<file path="config.mk">
export PLATFORM = sky130hd
export DESIGN_NAME = calc_sequencer
export DESIGN_NICKNAME = d
export VERILOG_FILES = /design/src/rtl/calc_pkg.sv /design/src/rtl/calc_sequencer.sv
export SDC_FILE = /design/constraint.sdc
export NUM_CORES = 1
export LEC_CHECK = 0
export BUFFER_PORTS_ARGS = -buffer_cell sky130_fd_sc_hd__buf_2
export CORE_MARGIN = 8
export CORE_UTILIZATION = 47
export CTS_CLUSTER_SIZE = 14
export DETAILED_ROUTE_END_ITERATION = 7
export PLACE_DENSITY = 0.78
export SYNTH_ARGS = -nofsm -noshare
export SYNTH_HDL_FRONTEND = slang
export SYNTH_SLANG_ARGS = --single-unit
</file>
<file path="constraint.sdc">
create_clock -name clk -period 2.1 [get_ports clk]
set_input_delay 0 -clock clk [delete_from_list [all_inputs] [get_ports clk]]
set_output_delay 0 -clock clk [all_outputs]
set_load 0.03 [all_outputs]
</file>
<file path="src/rtl/calc_pkg.sv">
// Shared definitions for the calculator command sequencer: op encodings,
// default widths and FSM states.
package calc_pkg;

    localparam int DEF_DIN_W = 16;
    localparam int DEF_ACC_W = 32;
    localparam int DEF_CNT_W = 8;
    localparam int DEF_OPS_W = 16;

    typedef enum logic [1:0] {
        OP_CLEAR = 2'b00,
        OP_LOAD  = 2'b01,
        OP_ADD   = 2'b10,
        OP_ADDN  = 2'b11
    } op_e;

    typedef enum logic [1:0] {
        ST_IDLE = 2'b00,
        ST_EXEC = 2'b01,
        ST_RESP = 2'b10
    } state_e;

endpackage

</file>
<file path="src/rtl/calc_sequencer.sv">
// Command sequencer for the calculator accumulator: takes one op at a time,
// issues clear/load/add strobes and returns the accumulator value with a sticky carry flag.
module calc_sequencer
    import calc_pkg::*;
#(
    parameter int DIN_W = DEF_DIN_W,
    parameter int ACC_W = DEF_ACC_W,
    parameter int CNT_W = DEF_CNT_W,
    parameter int OPS_W = DEF_OPS_W
) (
    input  logic             clk,
    input  logic             rst,
    input  logic             cmd_valid,
    output logic             cmd_ready,
    input  logic [1:0]       cmd_op,
    input  logic [DIN_W-1:0] cmd_data,
    input  logic [CNT_W-1:0] cmd_count,
    output logic             acc_clear,
    output logic             acc_load,
    output logic             acc_add,
    output logic [DIN_W-1:0] acc_din,
    input  logic [ACC_W-1:0] acc_result,
    output logic             rsp_valid,
    input  logic             rsp_ready,
    output logic [ACC_W-1:0] rsp_data,
    output logic             rsp_ovf,
    output logic [OPS_W-1:0] ops_done
);

    state_e             state;
    state_e             state_nxt;
    op_e                op_q;
    logic [DIN_W-1:0]   data_q;
    logic [CNT_W-1:0]   cnt_q;
    logic               ovf_q;
    logic [OPS_W-1:0]   ops_q;

    logic               accept;
    logic               rsp_fire;
    logic               in_exec;
    logic               exec_last;
    logic               exec_clear;
    logic [ACC_W:0]     sum;

    assign accept   = cmd_valid & cmd_ready;
    assign rsp_fire = rsp_valid & rsp_ready;
    assign in_exec  = (state == ST_EXEC) && !rst;

    // ADDN with count 0 or 1 spends exactly one cycle in EXEC.
    assign exec_last = (op_q != OP_ADDN) || (cnt_q <= CNT_W'(1));

    // Carry-out of the add the accumulator performs this cycle.
    assign sum = {1'b0, acc_result} + {{(ACC_W + 1 - DIN_W){1'b0}}, acc_din};

    // NOTE: every variable gets a default before the case, so no latch is inferred.
    always_comb begin
        state_nxt = state;
        unique case (state)
            ST_IDLE: if (accept)    state_nxt = ST_EXEC;
            ST_EXEC: if (exec_last) state_nxt = ST_RESP;
            ST_RESP: if (rsp_ready) state_nxt = ST_IDLE;
            default:                state_nxt = ST_IDLE;
        endcase
    end

    // NOTE: sequential state uses non-blocking assignments; reset is sampled on the clock edge.
    always_ff @(posedge clk) begin
        if (rst) begin
            state  <= ST_IDLE;
            op_q   <= OP_CLEAR;
            data_q <= '0;
            cnt_q  <= '0;
            ovf_q  <= 1'b0;
            ops_q  <= '0;
        end else begin
            state <= state_nxt;
            if (accept) begin
                op_q   <= op_e'(cmd_op);
                data_q <= cmd_data;
                cnt_q  <= cmd_count;
            end else if (in_exec && (op_q == OP_ADDN) && (cnt_q != '0)) begin
                cnt_q <= cnt_q - 1'b1;
            end
            if (exec_clear)
                ovf_q <= 1'b0;
            else if (acc_add && sum[ACC_W])
                ovf_q <= 1'b1;
            if (rsp_fire)
                ops_q <= ops_q + 1'b1;
        end
    end

    assign exec_clear = in_exec && (op_q == OP_CLEAR);

    // Strobes are suppressed during reset except clear, which holds the accumulator at zero.
    assign acc_clear = rst | exec_clear;
    assign acc_load  = in_exec && (op_q == OP_LOAD);
    assign acc_add   = in_exec && ((op_q == OP_ADD) || ((op_q == OP_ADDN) && (cnt_q != '0)));
    assign acc_din   = rst ? '0 : data_q;

    assign cmd_ready = (state == ST_IDLE) && !rst;
    assign rsp_valid = (state == ST_RESP) && !rst;
    assign rsp_data  = acc_result;
    assign rsp_ovf   = ovf_q;
    assign ops_done  = ops_q;

endmodule

</file>
==> run summary, run 1 <==
The run finished with clean final reports. The clock share of power came out at 0.286. The number of vias per cell after detailed routing was 5.23; the met2 demand-to-capacity share in global routing was 0.317.

Of all nets on the critical path, the largest fanout is 9. The critical path is of the reg2reg type. The tools report the final number of max-transition violations as 0. STA classifies the critical path startpoint as a flip-flop. The logs give 0 for the max-capacitance violation count and 0.174 for the overall routing resource usage. The min-delay analysis places its worst path in the category in2reg. Among all flip-flop cells after synthesis, the most frequent one is sky130_fd_sc_hd__dfxtp_1.

The placeable core region is 5540 µm², and the cell area after technology mapping is 2730 µm². Setup total negative slack on the finished layout was measured at 0 ps. The number of different library cells used by synthesis comes to 51. Post-DP HPWL: 5700 µm.

TritonCTS built the clock tree. The layout has 480 filler cells. The completed layout was analyzed and its total power is 1940 µW. The starting density of the core was 0.492; the reported leakage power was 0.00168 µW. The share of flip-flops with an asynchronous set or reset after synthesis is 0, and the average wire per cell in the routed design is 15.4 µm.

Actual transition at the worst max-transition pin: 488 ps. The critical path capture point type was a flip-flop. The fraction of final layout cells sized beyond drive strength 1 was 0.412; the minimum period implied by the final worst setup slack was 1950 ps. For the clock latency of the later-clocked register in the worst-skew pair, the log shows 290 ps. The count of buffers added on input and output ports is 131. In the layout the commonest cells are sky130_fd_sc_hd__buf_2, sky130_fd_sc_hd__dfxtp_1, sky130_fd_sc_hd__nor2_1, sky130_fd_sc_hd__dlygate4sd3_1, sky130_fd_sc_hd__ha_1.

The average instance in the mapped netlist occupies 9.09 µm². Proportion of total power due to net switching: 0.315. In this run the vertical extent of the chip is 92.2 µm. When the netlist entered floorplanning its net count stood at 381. Internal power comes to 1330 µW.

Worst hold slack: 7.55 ps. The synthesized design contains 0 enable-type register cells. For this run, design rule violations remaining after detail routing come to 0. Global routing finished with a remaining overflow of 0. Entering global routing, the biggest net connects 25 pins.

The portion of synthesized cell area occupied by the leading cell type works out to 0.330. The number of cell rows was 27; the number of synthesized register bits was 45. VDD sags by at most 0.437 mV. The run gives 505 as the number of nets in the finished design.

The most area-hungry cell type in the Yosys netlist was sky130_fd_sc_hd__dfxtp_1. The post-synthesis share of cell area spent on and, or, nand and nor gates came out at 0.240. For this design the total switching power over the nets is 610 µW. The register clock-pin slew on the reported worst setup and hold paths was 90 ps. Grouping stages by cell kind, the critical path spends the most delay in simple AND/OR/NAND/NOR gates.

Leaving out fill and tap cells, the most frequent cell in the layout is sky130_fd_sc_hd__buf_2. The first TritonRoute pass finished after 4 iterations. The share of the yosys chip area belonging to registers was 0.330. The maximum clock insertion buffer count was 2; the portion of total power attributed to combinational logic was 0.242. In this run the power density over the cells is 545 nW/µm².

The peak-usage layer in the global routing report is met2. Compared with the post-synthesis result, the final layout area differs by 30.4%. The H-tree was split into 2 levels.

The worst max-slew margin expressed relative to the limit came out at 0.675. Setup violations remaining at the end of the flow were counted as 0. The post-detailed-routing wire length was 7650 µm; the top-level port count was 132. Timing analysis after detailed placement gives a worst setup slack of 136 ps.

The portion of netlist area occupied by mux cells is 0.0734. Setup slack on the critical path of the routed design comes to 151 ps. The synthesized-area fraction occupied by xor and xnor cells works out to 0.0385.

The slowest stage of the critical path is the sky130_fd_sc_hd__or4_1 cell. The number of global-route vias before repair was 2647; the number of setup buffers added after CTS was 0. The complex-gate fraction of the synthesized area works out to 0.119. The tools report the number of antenna-violating nets in the routed design as 0. Setup repair after global routing left no endpoint under its margin. Based on the critical path, the design can be clocked at up to 0.513 GHz.

For this block, the via count after detailed routing is 2601. The part of the power in registers was 0.473. The total number of yosys warnings came out at 0.

The global-route wire length before repair is 12400 µm, and the number of CTS-inserted buffers is 5. The root buffer cell was sky130_fd_sc_hd__clkbuf_8. CTS saw 45 sinks. On the worst path, the slowest cell contributes a delay of 700 ps.

The total inserted antenna cells came out at 0. Largest family of logic cells by synthesized area: simple AND/OR/NAND/NOR gates. The violation count after the first detailed-route iteration is 57, and the share of synthesized cell area in full adder, half adder and majority cells is 0.0872. The data required time of the worst path is 2310 ps, and the initial antenna violation count is 0. The run gives 0 as the number of hold violations in the final report. The met1 usage in global routing is 0.189, and the die width is 92.2 µm.

Instance count of the mapped netlist: 300. The worst path arrival time is 2160 ps. The count of buffer and inverter cells on the critical path works out to 0.

Ranked by total cell area, the synthesized netlist is headed by sky130_fd_sc_hd__dfxtp_1, sky130_fd_sc_hd__buf_4, sky130_fd_sc_hd__ha_1. For the overall die area, the log shows 8490 µm². The final cycle utilization of the critical path is 0.928. The final RePlAce weighted congestion was 0.817; the met3 track demand over resource in global routing was 0.0587. The worst-case clock skew came out at 9.15 ps.

The signal on the critical path passes through or4_1 -> or4_4 -> a311oi_2.
## final timing paths
| kind | endpoint | slack (ps) | cells after the start | start |
|---|---|---|---|---|
| max | state[1] | 150 | 3 | cnt_q[2] |
| min | cnt_q[4] | 8 | 3 | cmd_count[4] |
| max reg2reg | state[1] | 150 | 3 | cnt_q[2] |
| min reg2reg | ops_done[15] | 460 | 1 | ops_done[15] |
## power groups by stage
stage | logic [µW] | registers [µW] | clock network, µW
floorplan | 329 | 929 | 0
global placement | 422 | 932 | 0
detailed placement | 430 | 934 | 0
CTS | 465 | 915 | 573
global route | 506 | 921 | 609
finish | 469 | 915 | 553
## worst register-to-register path: cells and delay by family, from the launching register on
family | cells | cell delay, ps
simple gates | 2 | 1240
compound gates | 1 | 260
flops | 1 | 370
## state kept, by name (all words and copies together), names as in the netlist
signal    count
data_q       16
cnt_q         8
ops_done     16
op_q          2
state         2
rsp_ovf       1
## kinds of logic (layout without fill, tap and decap cells)
logic type,Yosys count,in the layout
AND/OR/NAND/NOR,116,116
buffers and inverters,47,172
flip-flops,45,45
AO/OA/AOI/OAI,43,43
adder cells (fa/ha/maj),19,19
multiplexers,18,18
XOR/XNOR,12,12
## per-stage QoR
step,cell area (µm²),cells,util
2_1_floorplan,2730,300,-
3_3_place_gp,3230,466,0.583
3_5_place_dp,3230,466,0.583
4_1_cts,3550,497,0.640
5_1_grt,3560,497,0.642
6_report,3560,497,0.642
## what timing repair did
item                                    in CTS  in global routing
hold endpoints to repair                    23                  0
gates resized for setup                      0                  2
endpoints found under the setup margin       0                  1
hold buffers                                23                  0
## metal layers
layer,wire length (µm),share of wire
met3,518,0.068
met4,71,0.0093
met1,3170,0.41
met5,0,0
met2,3890,0.51
## synth_stat cells, types with 3 or more instances
cell type	count
sky130_fd_sc_hd__or4_1	3
sky130_fd_sc_hd__nor2b_1	18
sky130_fd_sc_hd__buf_4	32
sky130_fd_sc_hd__a21oi_1	14
sky130_fd_sc_hd__nand4_1	11
sky130_fd_sc_hd__ha_1	19
sky130_fd_sc_hd__or3_1	3
sky130_fd_sc_hd__mux2_2	16
sky130_fd_sc_hd__a311oi_1	5
sky130_fd_sc_hd__clkbuf_1	9
sky130_fd_sc_hd__nor2_1	29
sky130_fd_sc_hd__nand2_1	16
sky130_fd_sc_hd__o21ai_0	6
sky130_fd_sc_hd__dfxtp_1	45
sky130_fd_sc_hd__nand3_1	8
sky130_fd_sc_hd__nor3_1	7
sky130_fd_sc_hd__xnor2_1	6
sky130_fd_sc_hd__xor2_1	6
sky130_fd_sc_hd__inv_1	4
## final cells by class
| type | instances | area [µm²] | share of cell area |
|---|---|---|---|
| flip-flops and latches | 45 | 902 | 0.254 |
| well taps | 72 | 90.1 | 0.0253 |
| clock buffers | 5 | 68.8 | 0.0194 |
| repair buffers | 160 | 931 | 0.262 |
| clock inverters | 3 | 21.3 | 0.00598 |
| inverters | 4 | 15.0 | 0.00422 |
| multi-input cells | 208 | 1530 | 0.430 |
Note: power is estimated with default switching activity, not from simulation.
==> run 2, diff against run 1 <==
- MAX_ROUTING_LAYER: default -> met4
==> run summary, run 2 (synthesis results as in run 1) <==
The run gives 27 (unchanged) as the number of cell rows. The clock latency of the later-clocked register in the worst-skew pair was 290 ps (about the same); the average wire per cell in the routed design was 15.5 µm (+0.48%). Number of global-route vias before repair: 2648 (+0.038%). The register clock-pin slew on the reported worst setup and hold paths is 90 ps (about the same). The run finished with clean final reports.

The starting density of the core came out at 0.492 (unchanged). The data required time of the worst path was 2310 ps (about the same); the number of hold violations in the final report was 0 (unchanged). Count of H-tree levels built during CTS: 2 (unchanged). The number of inserted filler cells in the final layout came out at 480 (unchanged). The tools report the violation count after the first detailed-route iteration as 59 (+3.5%). The number of vias per cell after detailed routing works out to 5.25 (+0.23%). For the post-detailed-routing wire length, the log shows 7680 µm (+0.48%).

Fraction of final layout cells sized beyond drive strength 1: 0.412 (unchanged). Highest achievable clock rate: 0.514 GHz (about the same). TritonCTS built the clock tree.

The power density relative to cell area was 545 nW/µm² (about the same); the register area was 902 µm² (unchanged). The die width is 92.2 µm (unchanged), and the overall die area is 8490 µm² (unchanged). The worst path arrival time came out at 2150 ps (about the same). The reported leakage power came out at 0.00168 µW (unchanged). The initial antenna violation count was 0 (unchanged). For the worst-case clock skew, the log shows 9.23 ps (+0.0829 ps).

The residual DRC count came out at 0 (unchanged). The run gives 0 (unchanged) as the max-capacitance violation count. The number of clock sinks seen by CTS was 45 (unchanged). The library cells used most frequently in the layout, excluding fill and tap cells, are sky130_fd_sc_hd__buf_2, sky130_fd_sc_hd__dfxtp_1, sky130_fd_sc_hd__nor2_1, sky130_fd_sc_hd__dlygate4sd3_1, sky130_fd_sc_hd__ha_1. The highest net fanout along the worst path is 9 (unchanged). The library cell used most frequently in the layout, excluding fill and tap cells, is sky130_fd_sc_hd__buf_2. The tools report the portion of total power attributed to combinational logic as 0.242 (about the same). The setup-violating endpoint count in the final report was 0 (unchanged); the clock share of power was 0.285 (about the same).

Final global-route overflow total: 0 (unchanged). The setup slack on the worst flop-to-flop path came out at 150 ps (about the same). The placeable core region is 5540 µm² (unchanged). The type of the setup path with the least slack is reg2reg. The class of the most critical hold timing path was in2reg.

The total power draw is 1940 µW (about the same). The logs give 1530 µm² (unchanged) for the multi-input logic area and 0.473 (about the same) for the part of the power in registers. The proportion of total power due to net switching was 0.315 (about the same).

The total internal power came out at 1330 µW (about the same). The number of CTS-inserted buffers is 5 (unchanged). The die boundary height was 92.2 µm (unchanged). The logs give 5700 µm (unchanged) for the post-DP HPWL and 0 (unchanged) for the final number of max-transition violations. For the count of TritonRoute iterations in the first routing pass, the log shows 4 (unchanged). The global-route wire length before repair is 12400 µm (about the same). The worst setup path is captured at a flip-flop.

The final setup TNS was 0 ps (unchanged). The number of setup buffers added after CTS is 0 (unchanged). CTS placed an instance of sky130_fd_sc_hd__clkbuf_8 at the clock tree root. The worst max-slew margin expressed relative to the limit came out at 0.675 (about the same). The logs give 2 (unchanged) for the maximum clock insertion buffer count and 0 (unchanged) for the number of antenna-violating nets in the routed design.

Setup repair after global routing left no endpoint under its margin. The logs give 0 (unchanged) for the total inserted antenna cells and 505 (unchanged) for the number of nets in the finished design. The maximum VDD drop was 0.436 mV (-0.15%). The final RePlAce weighted congestion is 0.829 (+1.5%), and the final cycle utilization of the critical path is 0.927 (about the same).

The number of I/O port buffers was 131 (unchanged); the minimum period implied by the final worst setup slack was 1950 ps (-1.57 ps). STA classifies the critical path startpoint as a flip-flop. The actual transition at the worst max-transition pin works out to 487 ps (-0.554 ps). The overall routing resource usage is 0.179 (+0.00509). The post-synthesis to final-layout area growth came out at 30.4% (unchanged). The logs give 132 (unchanged) for the top-level port count and 25 (unchanged) for the largest net degree at the start of global routing. The overall via count from detail_route was 2607 (+0.23%); the power spent charging and discharging nets was 609 µW (-0.11%).
run 2: cell counts in the layout (fill, tap and decap cells not counted):
Identical to the previous run, type by type.
run 2: metrics by stage:
stage | util | setup slack [ps] | cells | hold WS (ps) | cell area [µm²]
final | 0.642 | 153 | 497 | 8.40 | 3560
after global routing | 0.642 | 9.57 | 497 | 18.3 | 3560
after CTS | 0.640 | 95.0 | 497 | 4.36 | 3550
after floorplan | - | 17.0 | 300 | 109 | 2730
after global placement | 0.583 | 208 | 466 | 197 | 3230
after detailed placement | 0.583 | 136 | 466 | 198 | 3230
run 2: final timing paths:
| path | to | depth (start not counted) | from |
|---|---|---|---|
| worst max-delay path | state[1] | 3 | cnt_q[2] |
| worst min-delay path | cnt_q[4] | 3 | cmd_count[4] |
| worst max register to register | state[1] | 3 | cnt_q[2] |
| worst min register to register | ops_done[15] | 1 | ops_done[15] |
run 2: metal layers:
layer / wire [µm] / share of wire / up-vias / track usage
met3: 414 / 0.054 / 8 / 0.0448
li1: - / - / 1296 / -
met4: 76 / 0.0099 / 0 / 0.0389
met1: 3280 / 0.43 / 1225 / 0.197
met5: 0 / 0 / - / -
met2: 3910 / 0.51 / 78 / 0.317
run 2: worst max-delay path, cell delays in order (launching register included):
cell	delay [ps]
sky130_fd_sc_hd__dfxtp_1	370
sky130_fd_sc_hd__or4_1	700
sky130_fd_sc_hd__or4_4	540
sky130_fd_sc_hd__a311oi_2	260
run 2: final cells by class:
class                           count  area share
Clock inverter                      3     0.00598
Clock buffer                        5      0.0194
Sequential cell                    45       0.254
Inverter                            4     0.00422
Tap cell                           72      0.0253
Timing Repair Buffer              160       0.262
Multi-Input combinational cell    208       0.430
run 2: power by group through the flow:
stage	combinational (µW)	sequential, µW	clock (µW)
4_1_cts	465	915	573
5_1_grt	506	921	609
2_1_floorplan	329	929	0
3_5_place_dp	430	934	0
6_report	469	915	552
3_3_place_gp	422	932	0
run 2: repair_timing:
action,4_1_cts,5_1_grt
hold endpoints to repair,23,0
resized for setup,0,2
setup endpoints to repair,0,1
hold buffers,23,0
==> run 3, diff against run 2 <==
--- a/config.mk
+++ b/config.mk
@@ -8,4 +8,4 @@
 export BUFFER_PORTS_ARGS = -buffer_cell sky130_fd_sc_hd__buf_2
-export CORE_MARGIN = 8
-export CORE_UTILIZATION = 47
+export CORE_MARGIN = 10
+export CORE_UTILIZATION = 23
 export CTS_CLUSTER_SIZE = 14
@@ -13,3 +13,3 @@
 export MAX_ROUTING_LAYER = met4
-export PLACE_DENSITY = 0.78
+export PLACE_DENSITY = 0.43
 export SYNTH_ARGS = -nofsm -noshare
==> constraint.sdc (replaced) <==
create_clock -name clk -period 2.1 [get_ports clk]
set_input_delay 0.42 -clock clk [delete_from_list [all_inputs] [get_ports clk]]
set_output_delay 0.42 -clock clk [all_outputs]
set_load 0.03 [all_outputs]
==> run summary, run 3 (synthesis results as in run 1) <==
The run gives 0 (unchanged) as the final global-route overflow total. The final cycle utilization of the critical path is 0.969 (+0.0417), and the setup-violating endpoint count in the final report is 0 (unchanged). The final number of max-transition violations is 0 (unchanged).

TritonCTS built the clock tree. Fraction of final layout cells sized beyond drive strength 1: 0.491 (+0.0788). The number of clock sinks seen by CTS was 45 (unchanged). The amount of wire on met2 after detailed routing came out at 3960 µm (+1.3%). The final RePlAce weighted congestion came out at 0.764 (-7.8%).

The setup slack on the worst flop-to-flop path is 170 ps (+20 ps), and the number of I/O port buffers is 131 (unchanged). The global-route wire length before repair was 13400 µm (+8.2%). Routed length on met1: 3920 µm (+19%). The library cell contributing the largest single delay on the critical path is sky130_fd_sc_hd__or4bb_1. The logs give 22 (-12%) for the largest net degree at the start of global routing and 5 (unchanged) for the number of CTS-inserted buffers. The logs give 0.00172 µW (+2.4%) for the reported leakage power and 65.4 ps (-87.6 ps) for the worst-case setup margin in the final layout. The met3 wirelength from detailed routing was 553 µm (+34%).

The tools report the post-detailed-routing wire length as 8500 µm (+11%). The actual transition at the worst max-transition pin is 401 ps (-85.9 ps). Root buffer cell: sky130_fd_sc_hd__clkbuf_16. The run gives 2485 (-4.7%) as the overall via count from detail_route. Total power draw: 2330 µW (+20%). The flow ran to the end, and the final reports show no timing, DRC or antenna violations. The library cells used most frequently in the layout, excluding fill and tap cells, are sky130_fd_sc_hd__buf_2, sky130_fd_sc_hd__dfxtp_1, sky130_fd_sc_hd__nor2_1, sky130_fd_sc_hd__buf_4, sky130_fd_sc_hd__ha_1.

The worst path arrival time is 1610 ps (-540 ps), and the number of cell rows is 39 (+44%). The placeable core region is 11500 µm² (+110%), and the count of buffer and inverter cells on the critical path is 2 (+2). Walking the worst path, the cells encountered are inv_2 -> ha_4 -> or4bb_1 -> o211a_4 -> buf_6. The count of TritonRoute iterations in the first routing pass is 4 (unchanged).

The initial antenna violation count was 1 (+1). The top-level port count was 132 (unchanged). The power density relative to cell area is 630 nW/µm² (+16%). The worst setup path is captured at a primary output.

The worst-case clock skew came out at 5.52 ps (-3.71 ps). Highest metal layer used by the detailed router: met4. The worst max-slew margin expressed relative to the limit was 0.730 (+0.0552). The die width was 129 µm (+40%). The type of the setup path with the least slack is reg2out. The stage delay of the slowest cell on the critical path is 400 ps (-300 ps). The run gives 566 (+14%) as the count of placed standard cells in the final layout, fillers left out. The instance count after placement with tap cells included came out at 555 (+19%).

The number of vias per cell after detailed routing came out at 4.39 (-16%). From synthesis to final layout, the design area changed by 35.7%. The tools report the number of nets in the finished design as 502 (-0.59%). Average wire per cell in the routed design: 15.0 µm (-2.9%). For the starting density of the core, the log shows 0.237 (-0.255). Minimum period implied by the final worst setup slack: 2030 ps (+87.6 ps).

The number of antenna-violating nets in the routed design was 0 (unchanged). Timing startpoint of the critical path: cnt_q[1]. The number of hold violations in the final report is 0 (unchanged), and the violation count after the first detailed-route iteration is 74 (+25%).

The most critical setup path has its endpoint at acc_add. In this run the critical register-to-register path is launched from cnt_q[5]. The overall routing resource usage is 0.102 (-0.0775), and the maximum VDD drop is 0.264 mV (-39%). The placement-stage worst setup slack was -121 ps (-258 ps).

The logic depth of the worst path, buffers included is 5 (+2), and the final setup TNS is 0 ps (unchanged). The logs give 0 (unchanged) for the residual DRC count and 0 (-100%) for the number of buffers added to fix hold violations after cts. Grouping stages by cell kind, the critical path spends the most delay in simple AND/OR/NAND/NOR gates.

The die boundary height came out at 129 µm (+40%). The register clock-pin slew on the reported worst setup and hold paths is 60 ps (-30 ps). Endpoint of the worst register-to-register path: cnt_q[7]. The highest net fanout along the worst path was 2 (-7); the maximum clock insertion buffer count was 2 (unchanged). Number of global-route vias before repair: 2686 (+1.4%).

The class of the most critical hold timing path is in2reg. The tools report the clock latency of the later-clocked register in the worst-skew pair as 290 ps (about the same). Most common cell after layout, fill and taps aside: sky130_fd_sc_hd__buf_2. The tools report the post-DP HPWL as 6970 µm (+22%).

Count of H-tree levels built during CTS: 2 (unchanged). The max-capacitance violation count is 0 (unchanged). Data required time of the worst path: 1680 ps (-630 ps). The highest achievable clock rate was 0.491 GHz (-4.3%).

The overall die area is 16600 µm² (+96%). The cell count of the worst reg-to-reg path works out to 6 (+3). STA classifies the critical path startpoint as a flip-flop.
-- run 3: cell types whose count changed in the layout (fill, tap and decap cells not counted), sizes merged --
cell,previous run,this run
buf,137,157
dlygate4sd3,23,0
inv,5,4
clkbuf,5,6
diode,0,1
bufinv,0,1
clkinv,1,0
-- run 3: per-stage QoR --
stage / hold WS (ps) / cell area, µm² / utilization
floorplan: 462 / 2750 / -
global placement: 444 / 3470 / 0.301
detailed placement: 459 / 3470 / 0.301
CTS: 328 / 3680 / 0.319
global route: 336 / 3700 / 0.321
finish: 336 / 3700 / 0.321
-- run 3: worst min-delay path, delay by kind of cell --
family                 cells  cell delay, ps
and+or+nand+nor            1              40
AOI/OAI and AO/OA          1              50
buffers and inverters      1              80
-- run 3: timing repair --
action,CTS,global route
pin swaps,2,2
gates resized for setup,9,1
setup buffers,1,1
setup endpoints to repair,1,1
-- run 3: layout make-up --
cell class | instances | area (µm²)
Clock buffer | 6 | 139
Antenna cell | 1 | 2.50
Multi-Input combinational cell | 208 | 1570
Fill cell | 1236 | 7820
Tap cell | 143 | 179
Timing Repair Buffer | 157 | 857
Sequential cell | 45 | 903
Clock inverter | 2 | 37.5
Inverter | 4 | 15.0
-- run 3: worst min path at each step --
stage                   end         start  cells after the start
6_report          data_q[0]   cmd_data[0]                      3
5_1_grt           data_q[0]   cmd_data[0]                      3
4_1_cts           data_q[0]   cmd_data[0]                      3
3_5_place_dp   ops_done[15]  ops_done[15]                      1
3_3_place_gp   ops_done[15]  ops_done[15]                      1
2_1_floorplan       op_q[0]       op_q[0]                      2
-- run 3: metal layers --
metal	up-vias	track usage
met4	0	0.0201
met1	1114	0.123
met5	-	-
li1	1288	-
met2	74	0.162
met3	9	0.0333
-- run 3: report_power, final --
group / switching [µW] / internal [µW]
sequential: 18.9 / 893
clock: 350 / 594
combinational: 276 / 198
